## src/rtl/i2s_stereo_tx.sv

```systemverilog
// I2S stereo transmitter: stereo-pair FIFO feeding a 64-slot frame serializer with mclk/bclk/lrclk dividers.
// Define I2S_STEREO_TX_HOLD_LAST_EN to repeat the last popped pair on underrun instead of sending zeros.
module i2s_stereo_tx #(
  parameter int clk_mhz    = 50,
  parameter int w_sample   = 16,
  parameter int fifo_depth = 8,
  parameter int bclk_half  = 8,
  parameter int mclk_half  = 2
) (
  input  logic                          clk,
  input  logic                          rst,
  input  logic                          in_valid,
  output logic                          in_ready,
  input  logic [w_sample-1:0]           in_left,
  input  logic [w_sample-1:0]           in_right,
  output logic                          underrun,
  output logic [$clog2(fifo_depth):0]   fifo_level,
  output logic                          mclk,
  output logic                          bclk,
  output logic                          lrclk,
  output logic                          sdata
);

  localparam int AW  = $clog2(fifo_depth);
  localparam int MW  = $clog2(mclk_half + 1);
  localparam int BW  = $clog2(bclk_half + 1);
  localparam int PAD = 32 - w_sample;
  localparam longint FRAME_HZ = longint'(clk_mhz) * 64'd1000000 / longint'(128 * bclk_half);
  localparam logic [AW:0]   DEPTH_L = fifo_depth[AW:0];
  localparam logic [MW-1:0] M_TOP   = MW'(mclk_half - 1);
  localparam logic [BW-1:0] B_TOP   = BW'(bclk_half - 1);

  generate
    if (w_sample < 8 || w_sample > 32 || fifo_depth < 2 || (fifo_depth & (fifo_depth - 1)) != 0 ||
        bclk_half < 2 || mclk_half < 1 || FRAME_HZ < 1) begin : g_bad_param
      $error("i2s_stereo_tx: illegal parameter set");
    end
  endgenerate

  logic [w_sample-1:0] mem_l [fifo_depth];
  logic [w_sample-1:0] mem_r [fifo_depth];
  logic [AW-1:0]       wr_ptr, rd_ptr;
  logic [MW-1:0]       mclk_cnt;
  logic [BW-1:0]       bclk_cnt;
  logic [5:0]          slot, next_slot;
  logic [63:0]         pend, sh;
  logic [31:0]         word_l, word_r;
  logic                push, pop, fall, load;

  assign in_ready  = (fifo_level != DEPTH_L);
  assign push      = in_valid && in_ready;
  assign fall      = bclk && (bclk_cnt == B_TOP);
  assign next_slot = slot + 6'd1;
  assign load      = fall && (next_slot == 6'd63);
  assign pop       = load && (fifo_level != '0);
  assign word_l    = 32'(mem_l[rd_ptr]) << PAD;
  assign word_r    = 32'(mem_r[rd_ptr]) << PAD;

  always_ff @(posedge clk) begin
    if (push) begin
      mem_l[wr_ptr] <= in_left;
      mem_r[wr_ptr] <= in_right;
    end
  end

  always_ff @(posedge clk or posedge rst) begin
    if (rst) begin
      wr_ptr     <= '0;
      rd_ptr     <= '0;
      fifo_level <= '0;
    end else begin
      if (push) wr_ptr <= wr_ptr + 1'b1;
      if (pop)  rd_ptr <= rd_ptr + 1'b1;
      case ({push, pop})
        2'b10:   fifo_level <= fifo_level + 1'b1;
        2'b01:   fifo_level <= fifo_level - 1'b1;
        default: fifo_level <= fifo_level;
      endcase
    end
  end

  always_ff @(posedge clk or posedge rst) begin
    if (rst) begin
      mclk_cnt <= '0;
      mclk     <= 1'b0;
      bclk_cnt <= '0;
      bclk     <= 1'b0;
    end else begin
      if (mclk_cnt == M_TOP) begin
        mclk     <= ~mclk;
        mclk_cnt <= '0;
      end else begin
        mclk_cnt <= mclk_cnt + 1'b1;
      end
      if (bclk_cnt == B_TOP) begin
        bclk     <= ~bclk;
        bclk_cnt <= '0;
      end else begin
        bclk_cnt <= bclk_cnt + 1'b1;
      end
    end
  end

  // pend holds the next frame; it is loaded at slot 63 while slot 63 still shifts out the old right LSB
  always_ff @(posedge clk or posedge rst) begin
    if (rst) begin
      pend <= '0;
    end else if (load) begin
      if (fifo_level != '0) pend <= {word_l, word_r};
`ifdef I2S_STEREO_TX_HOLD_LAST_EN
      else pend <= pend;
`else
      else pend <= '0;
`endif
    end
  end

  always_ff @(posedge clk or posedge rst) begin
    if (rst) begin
      slot     <= 6'd63;
      sh       <= '0;
      sdata    <= 1'b0;
      lrclk    <= 1'b0;
      underrun <= 1'b0;
    end else begin
      underrun <= load && (fifo_level == '0);
      if (fall) begin
        slot  <= next_slot;
        lrclk <= (next_slot >= 6'd31) && (next_slot <= 6'd62);
        if (next_slot == 6'd0) begin
          sdata <= pend[63];
          sh    <= {pend[62:0], 1'b0};
        end else begin
          sdata <= sh[63];
          sh    <= {sh[62:0], 1'b0};
        end
      end
    end
  end

endmodule

```

## config.mk

```make
export PLATFORM = sky130hd
export DESIGN_NAME = i2s_stereo_tx
export DESIGN_NICKNAME = d
export VERILOG_FILES = /design/src/rtl/i2s_stereo_tx.sv
export SDC_FILE = /design/constraint.sdc
export NUM_CORES = 1
export LEC_CHECK = 0
export ABC_AREA = 1
export BUFFER_PORTS_ARGS = -buffer_cell sky130_fd_sc_hd__buf_2
export CAP_MARGIN = 20
export CORE_MARGIN = 4
export CORE_UTILIZATION = 60
export DETAILED_ROUTE_END_ITERATION = 12
export PLACE_DENSITY = 0.82
export REMOVE_ABC_BUFFERS = 1
export SYNTH_ARGS = -nofsm -noshare
export SYNTH_HDL_FRONTEND = slang
export SYNTH_SLANG_ARGS = --single-unit
```

## constraint.sdc

```tcl
create_clock -name clk -period 10.49 [get_ports clk]
set_clock_uncertainty 0.05 [all_clocks]
set_input_delay 2.098 -clock clk [delete_from_list [all_inputs] [get_ports clk]]
set_output_delay 2.098 -clock clk [all_outputs]
set_load 0.02 [all_outputs]
```

Word level (Yosys, flattened, before mapping)
Memory sizes are Yosys's and may differ from the RTL's.
Cells that the tools add are included.
{"block": "op_classes", "addsub": 7, "magnitude_cmp": 2, "n_eq_ne": 6, "mux": 8, "bitwise": 2, "n_reduce_logical": 10}
{"op": "64-bit 2-to-1 mux", "count": 2}
{"op": "4-bit by 1-bit adder with 4-bit output (second input constant)", "count": 2}
{"op": "4-bit one-hot mux with 2 select lines", "count": 1}
{"op": "3-bit by 1-bit adder with 3-bit output (second input constant)", "count": 2}
{"op": "6-bit by 1-bit adder with 6-bit output (second input constant)", "count": 1}
{"op": "6-bit equality test (second input constant)", "count": 1}
{"op": "6-bit by 5-bit greater-or-equal comparator with 1-bit output (second input constant)", "count": 1}
{"op": "6-bit <= comparator (second input constant)", "count": 1}
{"op": "1-bit logical AND", "count": 6}
{"op": "6-bit zero test", "count": 1}
{"op": "2-bit by 1-bit equality test with 1-bit output (second input constant)", "count": 2}
{"op": "4-bit by 3-bit equality test with 1-bit output (second input constant)", "count": 1}
{"op": "4-bit zero test", "count": 1}
{"op": "4-bit 2-to-1 mux", "count": 1}
{"op": "4-bit != test (second input constant)", "count": 1}
{"op": "4-bit nonzero test", "count": 1}
{"op": "4-bit by 1-bit subtractor with 4-bit output (second input constant)", "count": 1}
{"op": "1-bit 2-to-1 mux", "count": 3}
{"op": "2-bit by 1-bit adder with 2-bit output (second input constant)", "count": 1}
{"op": "2-bit equality test (second input constant)", "count": 1}
{"op": "2-bit 2-to-1 mux", "count": 1}
{"op": "1-bit inverter", "count": 2}
{"op": "2-bit nonzero test", "count": 1}
{"block": "totals", "reg_bits": 155, "ramBits": 256, "output_inout_bits": 10, "wordCells": 50, "memories": 2}
{"name": "mem_l", "depth": 8, "width": 16, "rd": 1, "rd_clocked_by_memory_dff": 0, "wr": 1, "line": "40", "text": "logic [w_sample-1:0] mem_l [fifo_depth];"}
{"name": "mem_r", "depth": 8, "width": 16, "rd": 1, "rd_clocked_by_memory_dff": 0, "wr": 1, "line": "41", "text": "logic [w_sample-1:0] mem_r [fifo_depth];"}

Logic depth before layout (Yosys ltp)
{"block": "depth", "word_depth": 6, "ltp_mapped": 17, "mapped_depth_nobuf": 16}

Least setup slack after synthesis
OpenSTA, ideal clock, no wires.
{"block": "synth_timing", "path_type": "input port to flip-flop", "startpoint": "input port in_valid", "endpoint": "memory mem_l[0][0], enable pin", "setup_time_ns": 0.421, "arrival_ns": 3.897, "t_required_ns": 10.019, "path_slack_ns": 6.122, "cell_stages": 3, "path_buffers": 0, "cell_sequence": "nand2_1 > or2_2 > nor2_1"}
{"block": "synth_via", "elab_chain_cells": 3}
{"item": "start: declaration", "line": "12", "text": "input logic in_valid,"}
{"item": "1-bit logical AND", "line": "51", "text": "assign push = in_valid && in_ready;"}
{"item": "1-bit 2-to-1 mux", "line": "60", "text": "if (push) begin"}
{"item": "1-bit 2-to-1 mux (not written as such)", "line": "61", "text": "mem_l[wr_ptr] <= in_left;"}
{"item": "end: declaration", "line": "40"}
Every way passes these cells.

Worst setup path after layout
{"block": "layout_timing", "startpoint": "input port in_valid", "endpoint": "memory mem_l[3][2], enable pin"}
The elaborated chain is that of the path after synthesis.

==> impl_summary.log <==
INFO  metric iteration_count_of_the_initial_detailed_routing_pass = 6
INFO  metric most_used_cells_in_the_layout_excluding_fill_and_tap_cells = sky130_fd_sc_hd__nand2_1, sky130_fd_sc_hd__nor2_1, sky130_fd_sc_hd__edfxtp_1
INFO  metric numPlacedInstances = 1,804
INFO  metric ws_path_type = in -> reg
INFO  metric layout.filler_cells = 1,807
INFO  metric post_layout_nonfiller_instances = 1,877
INFO  metric global_route.overflow_total = 0
INFO  metric syn_inst = 1,497
INFO  metric slew_violations = 0
INFO  metric die-height = 168 um
INFO  metric cts_hold_buffers = 0
INFO  metric cts-root-buf = sky130_fd_sc_hd__clkbuf_16
INFO  metric cap_violations = 0
INFO  metric postSynth.topFlopCell = sky130_fd_sc_hd__edfxtp_1
INFO  metric hold-path-cell-count = 1
INFO  metric grt_max_degree = 80
INFO  metric totalNegativeSetupSlack = 0 ns
INFO  metric post_route_cells_drive_above_1_share = 10.6%
INFO  metric run_status = finished, final reports clean
INFO  metric initialDrtViolationCount = 1,001
INFO  metric timing.critical_path.buf_inv = 2
INFO  metric finalSetupViolCount = 0
INFO  metric grt_setup_unrepaired = no
INFO  metric rr_worst_depth = 13
INFO  metric cts_resized = 0
INFO  metric slowest_stage = sky130_fd_sc_hd__nor2_4
INFO  metric critical_path.most_common_cell = sky130_fd_sc_hd__nand2_1
INFO  metric ys_top_cells_by_area = sky130_fd_sc_hd__edfxtp_1, sky130_fd_sc_hd__dfrtp_1, sky130_fd_sc_hd__nand2_1
INFO  metric leakage = 7.10 nW
INFO  metric setup.worst_path.end_class = register
INFO  metric cts_tree = yes
INFO  metric grt_pass1_vias = 10,000
INFO  metric postRouteAntennaNets = 0
INFO  metric vias_after_detailed_routing = 10,200
INFO  metric synthDominantCellAreaShare = 50.2%
INFO  metric detailedPlacementHpwl = 17.6 mm
INFO  metric number_of_i_o_pins = 45
INFO  metric cp_data_arrival_time = 3.65 ns
INFO  metric cts_buffers = 37
INFO  metric path_max_fanout = 32
INFO  metric post-layout-total-power = 3.31 mW
INFO  metric tightestPinTransition = 1.07 ns
INFO  metric required = 10.57 ns
INFO  metric grt_util_all_layers = 22.0%
INFO  metric slew_headroom = 28.3%
INFO  metric post-route-period-util = 34.0%
INFO  metric core = 25,100 um^2
INFO  metric cpPeakStageDelay = 0.89 ns
INFO  metric max-clock-path-buffers = 3
INFO  metric routed_wire_length = 31.0 mm
INFO  metric worst_skew_pair_latency = 0.52 ns
INFO  metric crit_path_cell_trace = buf_2, nand2_1, inv_1, nand2_1, nor2_4
INFO  metric flow.area_growth_from_synthesis = 11.2%
INFO  metric row_count = 58
INFO  metric drc = 0
INFO  metric finish.utilization = 67.7%
INFO  metric yosys_warning_count = 0
INFO  metric cts_max_level = 2
INFO  metric holdWs = 0.396 ns
INFO  metric clkTransAtPathRegs = 0.05 ns
INFO  metric num-nets-final = 1,563
INFO  metric yosysSeqAreaShare = 67.6%
INFO  metric routed_wire_length_per_instance = 16.5 um
INFO  metric post_synth.cell_area_avg = 10.2 um^2
INFO  metric syn-cell-area = 15,300 um^2
INFO  metric ffs_latches_synth = 362
INFO  metric numClockSinks = 362
INFO  metric antenna_found_initial = 1
INFO  metric finalHoldViolCount = 0
INFO  metric layout_min_cycle_time = 3.57 ns
INFO  metric crit_path_start_kind = input port
INFO  metric grt_pass1_wl = 50.4 mm
INFO  metric yosysUniqueCellTypes = 31
INFO  metric place_congestion = 0.786
INFO  metric min_path_type = reg -> reg
INFO  metric design.die.area = 28,100 um^2
INFO  metric asyncSetResetFlopFracSynth = 29.3%
INFO  metric mostFrequentLayoutCell = sky130_fd_sc_hd__nand2_1
INFO  metric powerDensity = 194 nW/um^2
INFO  metric dominant_delay_contributor_by_cell_family_on_the_critical_path = simple AND/OR/NAND/NOR gates
INFO  metric numPortBuffers = 44
INFO  metric post-cts-setup-buffers = 0
INFO  metric fmax = 280 MHz
INFO  metric starting_density_of_the_core = 60.9%
INFO  metric synth_top_cell_by_area = sky130_fd_sc_hd__edfxtp_1
INFO  metric critical_path_depth = 5
INFO  metric die_x = 168 um
INFO  metric route.detailed.vias_per_inst = 5.45
INFO  metric synth_enable_flop_cells = 256
INFO  metric vdd.ir_drop.worst = 0.201 mV
registers in the layout, summed over array words and instances, names as in the netlist:
name        count
mclk            1
lrclk           1
sh             47
pend           32
mem_l         128
mem_r         128
mclk_cnt        2
bclk_cnt        4
underrun        1
wr_ptr          3
fifo_level      4
slot            6
sdata           1
rd_ptr          3
bclk            1
through the flow:
step                      cell area (um^2)  worst slack [ns]
after floorplan                      14900              5.56
after global placement               15700              6.43
after detailed placement             15700              6.35
after CTS                            16900              6.88
after global routing                 17000              6.62
final                                17000              6.92
cell usage after synthesis (all sizes together), types with 9 or more instances:
library cell,count
buf,49
clkbuf,28
clkinv,19
dfrtp,100
edfxtp,256
ha,9
inv,97
nand2,365
nand3,97
nor2,281
o21ai,168
kinds of logic (layout without fill, tap and decap cells):
family | count (synthesis) | count (layout) | synth area share [%]
flops | 362 | 362 | 67.6
simple gates | 751 | 751 | 19.7
buf+inv | 193 | 242 | 5.31
xor+xnor | 9 | 9 | 0.515
compound gates | 173 | 173 | 6.14
fa+ha+maj | 9 | 9 | 0.736
other cells | 0 | 1 | 0
per-layer routing:
metal,GRT usage [%],vias to the layer above,part of all wire (%)
li1,-,4952,-
met1,30.7,4870,42
met2,36.3,359,49
met3,3.40,52,7.1
met4,6.77,0,2.1
met5,0,-,0
cell type report:
class | count | area, um^2 | share of cell area [%]
inverters | 116 | 438 | 2.57
multi-input cells | 942 | 4200 | 24.7
flip-flops and latches | 362 | 10400 | 60.9
clock buffers | 46 | 1030 | 6.07
diodes | 1 | 2.50 | 0.0147
well taps | 330 | 413 | 2.43
clock inverters | 20 | 149 | 0.875
repair buffers | 60 | 423 | 2.49
final timing paths:
check                      slack, ns             startpoint                        end
max in group asynchronous       7.62                    rst       pend[57]$_DFFE_PP0P_
hold / removal                  0.40  mclk_cnt[0]$_DFF_PP0_      mclk_cnt[0]$_DFF_PP0_
setup / recovery                6.92               in_valid      mem_l[3][2]$_DFFE_PP_
min in group asynchronous       1.55                    rst  fifo_level[3]$_DFFE_PP0P_
setup reg to reg                6.93    slot[2]$_DFFE_PP1P_  fifo_level[2]$_DFFE_PP0P_
hold reg to reg                 0.40  mclk_cnt[0]$_DFF_PP0_      mclk_cnt[0]$_DFF_PP0_
power by group:
part           switching [mW]  total (mW)  internal, mW
combinational           0.229       0.313        0.0845
sequential             0.0423        1.73          1.69
clock                   0.516        1.26         0.746
(Power assumes the default switching activity.)
